### src/rtl/mux2_rr_arbiter.sv
// Two-requester packet-aware round-robin arbiter driving a shared 2:1 mux
// into a single registered output stage, with max-packet-length truncation.
module mux2_rr_arbiter #(
  parameter int unsigned WIDTH     = 32,
  parameter int unsigned MAX_BEATS = 16
) (
  input  logic             clk,
  input  logic             rst,
  input  logic             in0_valid,
  output logic             in0_ready,
  input  logic [WIDTH-1:0] in0_data,
  input  logic             in0_last,
  input  logic             in1_valid,
  output logic             in1_ready,
  input  logic [WIDTH-1:0] in1_data,
  input  logic             in1_last,
  output logic             out_valid,
  input  logic             out_ready,
  output logic [WIDTH-1:0] out_data,
  output logic             out_last,
  output logic             out_src,
  output logic             trunc_err
);

  localparam int unsigned    CNT_W    = (MAX_BEATS > 2) ? $clog2(MAX_BEATS) : 1;
  localparam logic [CNT_W-1:0] CNT_LAST = CNT_W'(MAX_BEATS - 1);

  typedef enum logic [1:0] {
    IDLE  = 2'd0,
    LOCK0 = 2'd1,
    LOCK1 = 2'd2
  } state_e;

  state_e             state_q, state_d;
  logic               ptr_q, ptr_d;
  logic [CNT_W-1:0]   beat_cnt_q, beat_cnt_d;
  logic               out_valid_q, out_valid_d;
  logic [WIDTH-1:0]   out_data_q, out_data_d;
  logic               out_last_q, out_last_d;
  logic               out_src_q, out_src_d;
  logic               trunc_err_q, trunc_err_d;

  logic               gnt_vld;
  logic               gnt_sel;
  logic               sel_valid;
  logic [WIDTH-1:0]   sel_data;
  logic               sel_last;
  logic               load;
  logic               gnt_ready;
  logic               accept;
  logic               at_max;
  logic               eop;

  // Grant: a lock pins the select; in IDLE the grant is combinational so
  // packet boundaries cost no dead cycle.
  always_comb begin
    gnt_vld = 1'b0;
    gnt_sel = 1'b0;
    case (state_q)
      LOCK0: begin
        gnt_vld = 1'b1;
        gnt_sel = 1'b0;
      end
      LOCK1: begin
        gnt_vld = 1'b1;
        gnt_sel = 1'b1;
      end
      default: begin
        if (in0_valid && in1_valid) begin
          gnt_vld = 1'b1;
          gnt_sel = ptr_q;
        end else if (in0_valid) begin
          gnt_vld = 1'b1;
          gnt_sel = 1'b0;
        end else if (in1_valid) begin
          gnt_vld = 1'b1;
          gnt_sel = 1'b1;
        end
      end
    endcase
  end

  // Shared 2:1 datapath mux steered by the grant.
  assign sel_valid = gnt_sel ? in1_valid : in0_valid;
  assign sel_data  = gnt_sel ? in1_data  : in0_data;
  assign sel_last  = gnt_sel ? in1_last  : in0_last;

  assign load      = !out_valid_q || out_ready;
  assign gnt_ready = gnt_vld && load && !rst;
  assign in0_ready = gnt_ready && !gnt_sel;
  assign in1_ready = gnt_ready && gnt_sel;
  assign accept    = gnt_ready && sel_valid;
  assign at_max    = (beat_cnt_q == CNT_LAST);
  assign eop       = sel_last || at_max;

  // Next-state: lock/pointer/counter sequencing and output-stage load.
  always_comb begin
    state_d     = state_q;
    ptr_d       = ptr_q;
    beat_cnt_d  = beat_cnt_q;
    out_valid_d = out_valid_q;
    out_data_d  = out_data_q;
    out_last_d  = out_last_q;
    out_src_d   = out_src_q;
    trunc_err_d = 1'b0;
    if (accept) begin
      out_valid_d = 1'b1;
      out_data_d  = sel_data;
      out_src_d   = gnt_sel;
      if (eop) begin
        state_d     = IDLE;
        ptr_d       = ~gnt_sel;
        beat_cnt_d  = '0;
        out_last_d  = 1'b1;
        trunc_err_d = !sel_last;
      end else begin
        state_d    = gnt_sel ? LOCK1 : LOCK0;
        beat_cnt_d = beat_cnt_q + CNT_W'(1);
        out_last_d = 1'b0;
      end
    end else if (load) begin
      out_valid_d = 1'b0;
    end
  end

  always_ff @(posedge clk) begin
    if (rst) begin
      state_q     <= IDLE;
      ptr_q       <= 1'b0;
      beat_cnt_q  <= '0;
      out_valid_q <= 1'b0;
      out_data_q  <= '0;
      out_last_q  <= 1'b0;
      out_src_q   <= 1'b0;
      trunc_err_q <= 1'b0;
    end else begin
      state_q     <= state_d;
      ptr_q       <= ptr_d;
      beat_cnt_q  <= beat_cnt_d;
      out_valid_q <= out_valid_d;
      out_data_q  <= out_data_d;
      out_last_q  <= out_last_d;
      out_src_q   <= out_src_d;
      trunc_err_q <= trunc_err_d;
    end
  end

  assign out_valid = out_valid_q;
  assign out_data  = out_data_q;
  assign out_last  = out_last_q;
  assign out_src   = out_src_q;
  assign trunc_err = trunc_err_q;

endmodule

### config.mk
export PLATFORM = sky130hd
export DESIGN_NAME = mux2_rr_arbiter
export DESIGN_NICKNAME = d
export VERILOG_FILES = /design/src/rtl/mux2_rr_arbiter.sv
export SDC_FILE = /design/constraint.sdc
export NUM_CORES = 1
export LEC_CHECK = 0
export CAP_MARGIN = 20
export CORE_ASPECT_RATIO = 1.5
export CORE_MARGIN = 1.5
export CORE_UTILIZATION = 38
export CTS_CLUSTER_DIAMETER = 120
export DETAILED_ROUTE_END_ITERATION = 6
export PLACE_DENSITY_LB_ADDON = 0.05
export SETUP_SLACK_MARGIN = 0.15
export SLEW_MARGIN = 5
export SYNTH_ARGS = -nofsm -noshare
export SYNTH_HDL_FRONTEND = slang
export SYNTH_SLANG_ARGS = --single-unit
export TNS_END_PERCENT = 5
### constraint.sdc
create_clock -name clk -period 2.82 [get_ports clk]
set_clock_uncertainty 0.15 [all_clocks]
set_input_delay 0.705 -clock clk [delete_from_list [all_inputs] [get_ports clk]]
set_output_delay 0.705 -clock clk [all_outputs]
set_load 0.01 [all_outputs]
Word-level counts from Yosys, hierarchy flattened
Cells that the tools add are included.

word-level totals
  bits in registers = 43
  output and inout bits = 38

operators by class
  add/subtract/negate cells = 1
  equal/unequal tests = 3
  muxes and demuxes = 16
  bitwise operators = 3
  reduce and logical (&&, ||, !) cells = 16

operators with widths
  cell                                           number
  2-to-1 mux 32 bit                              1
  2-to-1 mux 1 bit                               11
  logical AND 1 bit                              6
  adder 4 x 1 -> 4 bit, second input constant    1
  == test 4 bit, second input constant           1
  logical NOT 1 bit                              4
  2-to-1 mux 2 bit                               2
  2-to-1 mux 4 bit                               1
  inverter 1 bit                                 3
  OR reduction 3 bit                             1
  == test 2 x 1 -> 1 bit, second input constant  1
  == test 2 bit, second input constant           1
  logical OR 1 bit                               2
  case mux 1 bit (2 select lines)                1
  AND reduction 2 bit                            1
  nonzero test 2 bit                             1
  OR reduction 2 bit                             1

Longest topological paths before layout
  word-level depth = 9
  depth in mapped cells = 9
  depth with buffers taken out = 7

Worst setup path after synthesis
OpenSTA, ideal clock, no wires.

  path type = input port to output port
  start point = input port in0_valid
  end point = output port in0_ready
  data arrival time = 1.685 ns
  required time = 1.965 ns
  path slack = 0.280 ns
  stages on the path = 5
  cell sequence = nand2b_1 > a31o_4 > buf_2 > buf_2 > a211oi_1

between the ends
  longest elaborated chain between the ends = 6

ends and longest elaborated chain
  what                                                   line    source
  start, declared                                        9       input logic in0_valid,
  2-to-1 mux 1 bit or logical AND 1 bit (tied branches)  72, 69
  2-to-1 mux 1 bit                                       69      if (in0_valid && in1_valid) begin
  2-to-1 mux 1 bit                                       59      case (state_q)
  logical AND 1 bit (2 in series)                        89      assign gnt_ready = gnt_vld && load && !rst;
  logical AND 1 bit (*)                                  90      assign in0_ready = gnt_ready && !gnt_sel;
  end, declared                                          10      output logic in0_ready,

Every way passes the cells marked *; elsewhere a longest branch is shown, timed or not.

Worst setup path in the final report
  start point = input port out_ready
  end point = output port in1_ready

between the ends
  longest elaborated chain between the ends = 4

ends and longest elaborated chain
  what                             line  source
  start, declared                  18    input logic out_ready,
  logical OR 1 bit                 88    assign load = !out_valid_q || out_ready;
  logical AND 1 bit (2 in series)  89
  logical AND 1 bit                91    assign in1_ready = gnt_ready && gnt_sel;
  end, declared                    14    output logic in1_ready,

No other way between the ends.

==> flow_summary.yaml <==
synthesis:
  synth.net_count: 286
  ys_warn_count: 0
  syn_inst: 213
  synth_seq_cells: 43
  synth_cell_type_count: 32
  ys_seq_area_share_pct: 44.9
  synth_area_sq_mm: 0.00192
  avgSynthCellArea_sq_um: 9.01
die:
  io_pins: 109
  start_util_pct: 39.6
  rows: 31
  dieWidth_um: 61.0
  die-area_sq_mm: 0.00549
  core_area_sq_mm: 0.00485
  die-height_um: 90.0
setup_path:
  crit_family: "buffers and inverters"
  cp_num_buf_inv: 2
  worstSetupStartpointType: "primary input"
  cp_cell_sequence: "clkdlybuf4s50_1 -> nand2b_4 -> nand2b_4 -> a211oi_2 -> buf_2"
  critPathMaxStageDelay_ps: 480
  critPathMaxFanout: 3
  slowest_stage: "clkdlybuf4s50_1"
  path_class: "in2out"
  cp-end-kind: "primary output"
  crit_path_frequent_cell: "nand2b_4"
  required_ps: 1970
  cp.arrival_ps: 1740
cells_and_area:
  drive_gt1_share_pct: 10.8
  area_growth_pct: 70.6
  nFillCells: 438
  regArea_sq_um: 861
  layout_common_cells: "clkdlybuf4s50_1, dfxtp_1, nand2_1"
  mostFrequentLayoutCell: "clkdlybuf4s50_1"
  stdcell_area_sq_mm: 0.00327
  n_antenna_cell: 0
  multiInputGateArea_sq_mm: 0.00102
  fin_util_pct: 67.5
  fin_cells: 389
  nets: 395
timing:
  setup_viol: 0
  period_needed_ps: 2590
  slew_violations: 0
  finalCritPeriodShare_pct: 91.9
  whs_ps: 302
  max_freq_ghz: 0.386
  hold_viol: 0
  slew_headroom_pct: 47.9
  worstMarginPinSlew_ps: 782
  rsz0062_at_grt: "false"
global_routing:
  grt_max_degree: 40
  met3_usage_pct: 6.62
  grt_pass1_vias: 1979
  grt_pass1_wl_mm: 8.51
  met2_usage_pct: 36.8
  use_met1_pct: 19.1
  grt_usage_pct: 19.8
  top_usage_layer: "met2"
  grt_antenna_before_repair: 0
  gr-total-overflow: 0
route:
  ant_nets: 0
  drcViolationCount: 0
  route.vias.total: 1987
  wl_per_cell_um: 13.5
  vias_per_cell: 5.11
  drtIter0Drc: 64
  wl_mm: 5.26
  firstDrtPassIters: 4
job:
  maxCapViolCount: 0
clocking:
  root_buffer: "clkbuf_8"
  cts_sinks: 43
  h-tree-depth: 2
  cts.path.max_buffers: 2
  clk_pin_slew_worst_paths_ps: 80
  cts_tree: "done"
  clk_latency_ps: 300
  cts_buffers: 5
pwr:
  power.density_mw_per_mm2: 507
  power.total_w: 0.00166
  peakVddDrop_mv: 0.329
  p_leak_nw: 1.36
placement:
  hpwl_mm: 3.78
  gp_congestion: 0.723
  dp.cells: 381
  io_buffer_count: 108
  dpl_cell_area_sq_mm: 0.00311
outcome:
  status: "finished clean"
min_path:
  hold_path.class: "reg2reg"
## cells by family after synthesis
kind of cell | Yosys count | share of synthesized area [%]
adder cells (fa/ha/maj) | 2 | 1.30
buffers and inverters | 18 | 5.02
multiplexers | 3 | 1.63
AO/OA/AOI/OAI | 64 | 27.3
flip-flops | 43 | 44.9
AND/OR/NAND/NOR | 83 | 19.8
## per-layer routing
metal | wire, um | vias up | share of wire [%]
met1 | 1920 | 924 | 36
met5 | 0 | - | 0
met4 | 98 | 0 | 1.9
met2 | 2820 | 65 | 54
li1 | - | 988 | -
met3 | 425 | 10 | 8.1
## flip-flops by register name (all words and copies together), names as in the netlist
signal and count:
trunc_err 1, state_q 2, out_data 32, out_src 1, beat_cnt_q 4, ptr_q 1
out_valid 1, out_last 1
## metrics by stage
step | TNS (ps) | setup slack, ps
after floorplan | 0 | 280
after global placement | -697 | -351
after CTS | 0 | 155
final | 0 | 228
after global routing | 0 | 164
after detailed placement | -780 | -348
## area by class of cell
type,instances,share of cell area [%]
Clock buffer,6,2.22
Clock inverter,2,1.84
Inverter,2,0.229
Multi-Input combinational cell,152,31.2
Sequential cell,43,26.3
Tap cell,66,2.52
Timing Repair Buffer,118,35.7
## report_power, final
group / internal, W / switching (W)
combinational: 0.000244 / 0.000168
sequential: 0.000655 / 0.0000248
clock: 0.000354 / 0.000213
total: 0.00125 / 0.000405
## cells in the mapped netlist
master | number | share of area, %
o21ba_2 | 2 | 1.0
a31oi_1 | 5 | 1.6
a22o_1 | 16 | 7.3
a211oi_1 | 2 | 0.78
nand3b_1 | 2 | 0.78
mux2i_1 | 2 | 1.0
nor3_2 | 1 | 0.52
a21oi_1 | 3 | 0.78
nand2_1 | 39 | 7.6
or3_1 | 1 | 0.33
nor2_2 | 1 | 0.33
nand2b_1 | 4 | 1.3
nor2_1 | 24 | 4.7
nor2b_2 | 1 | 0.46
ha_1 | 2 | 1.3
buf_6 | 2 | 1.2
clkbuf_1 | 3 | 0.59
dfxtp_1 | 43 | 45
mux2_2 | 1 | 0.59
nand3_1 | 5 | 1.3
nor3_1 | 1 | 0.26
nand4b_1 | 1 | 0.46
nor2b_1 | 1 | 0.33
inv_1 | 2 | 0.39
buf_2 | 11 | 2.9
nor3_4 | 1 | 0.85
a21o_1 | 16 | 6.3
and3_4 | 1 | 0.59
a311oi_1 | 17 | 7.8
a31o_4 | 1 | 0.91
a21oi_2 | 1 | 0.46
a22oi_1 | 1 | 0.39
## repair_timing
action,4_1_cts,5_1_grt
hold buffers,0,0
buffers inserted,0,0
pin swaps,1,1
endpoints found under the setup margin,2,2
gates resized for setup,13,5
hold endpoints to repair,0,0
## final timing paths
| path | start | to | slack (ps) | cells past startpoint |
|---|---|---|---|---|
| worst min-delay path | out_data[25] | out_data[25] | 300 | 1 |
| worst max register to register | state_q[0] | state_q[0] | 510 | 7 |
| worst min register to register | out_data[25] | out_data[25] | 300 | 1 |
| worst max-delay path | out_ready | in1_ready | 230 | 5 |
Note: power is estimated with default switching activity, not from simulation.
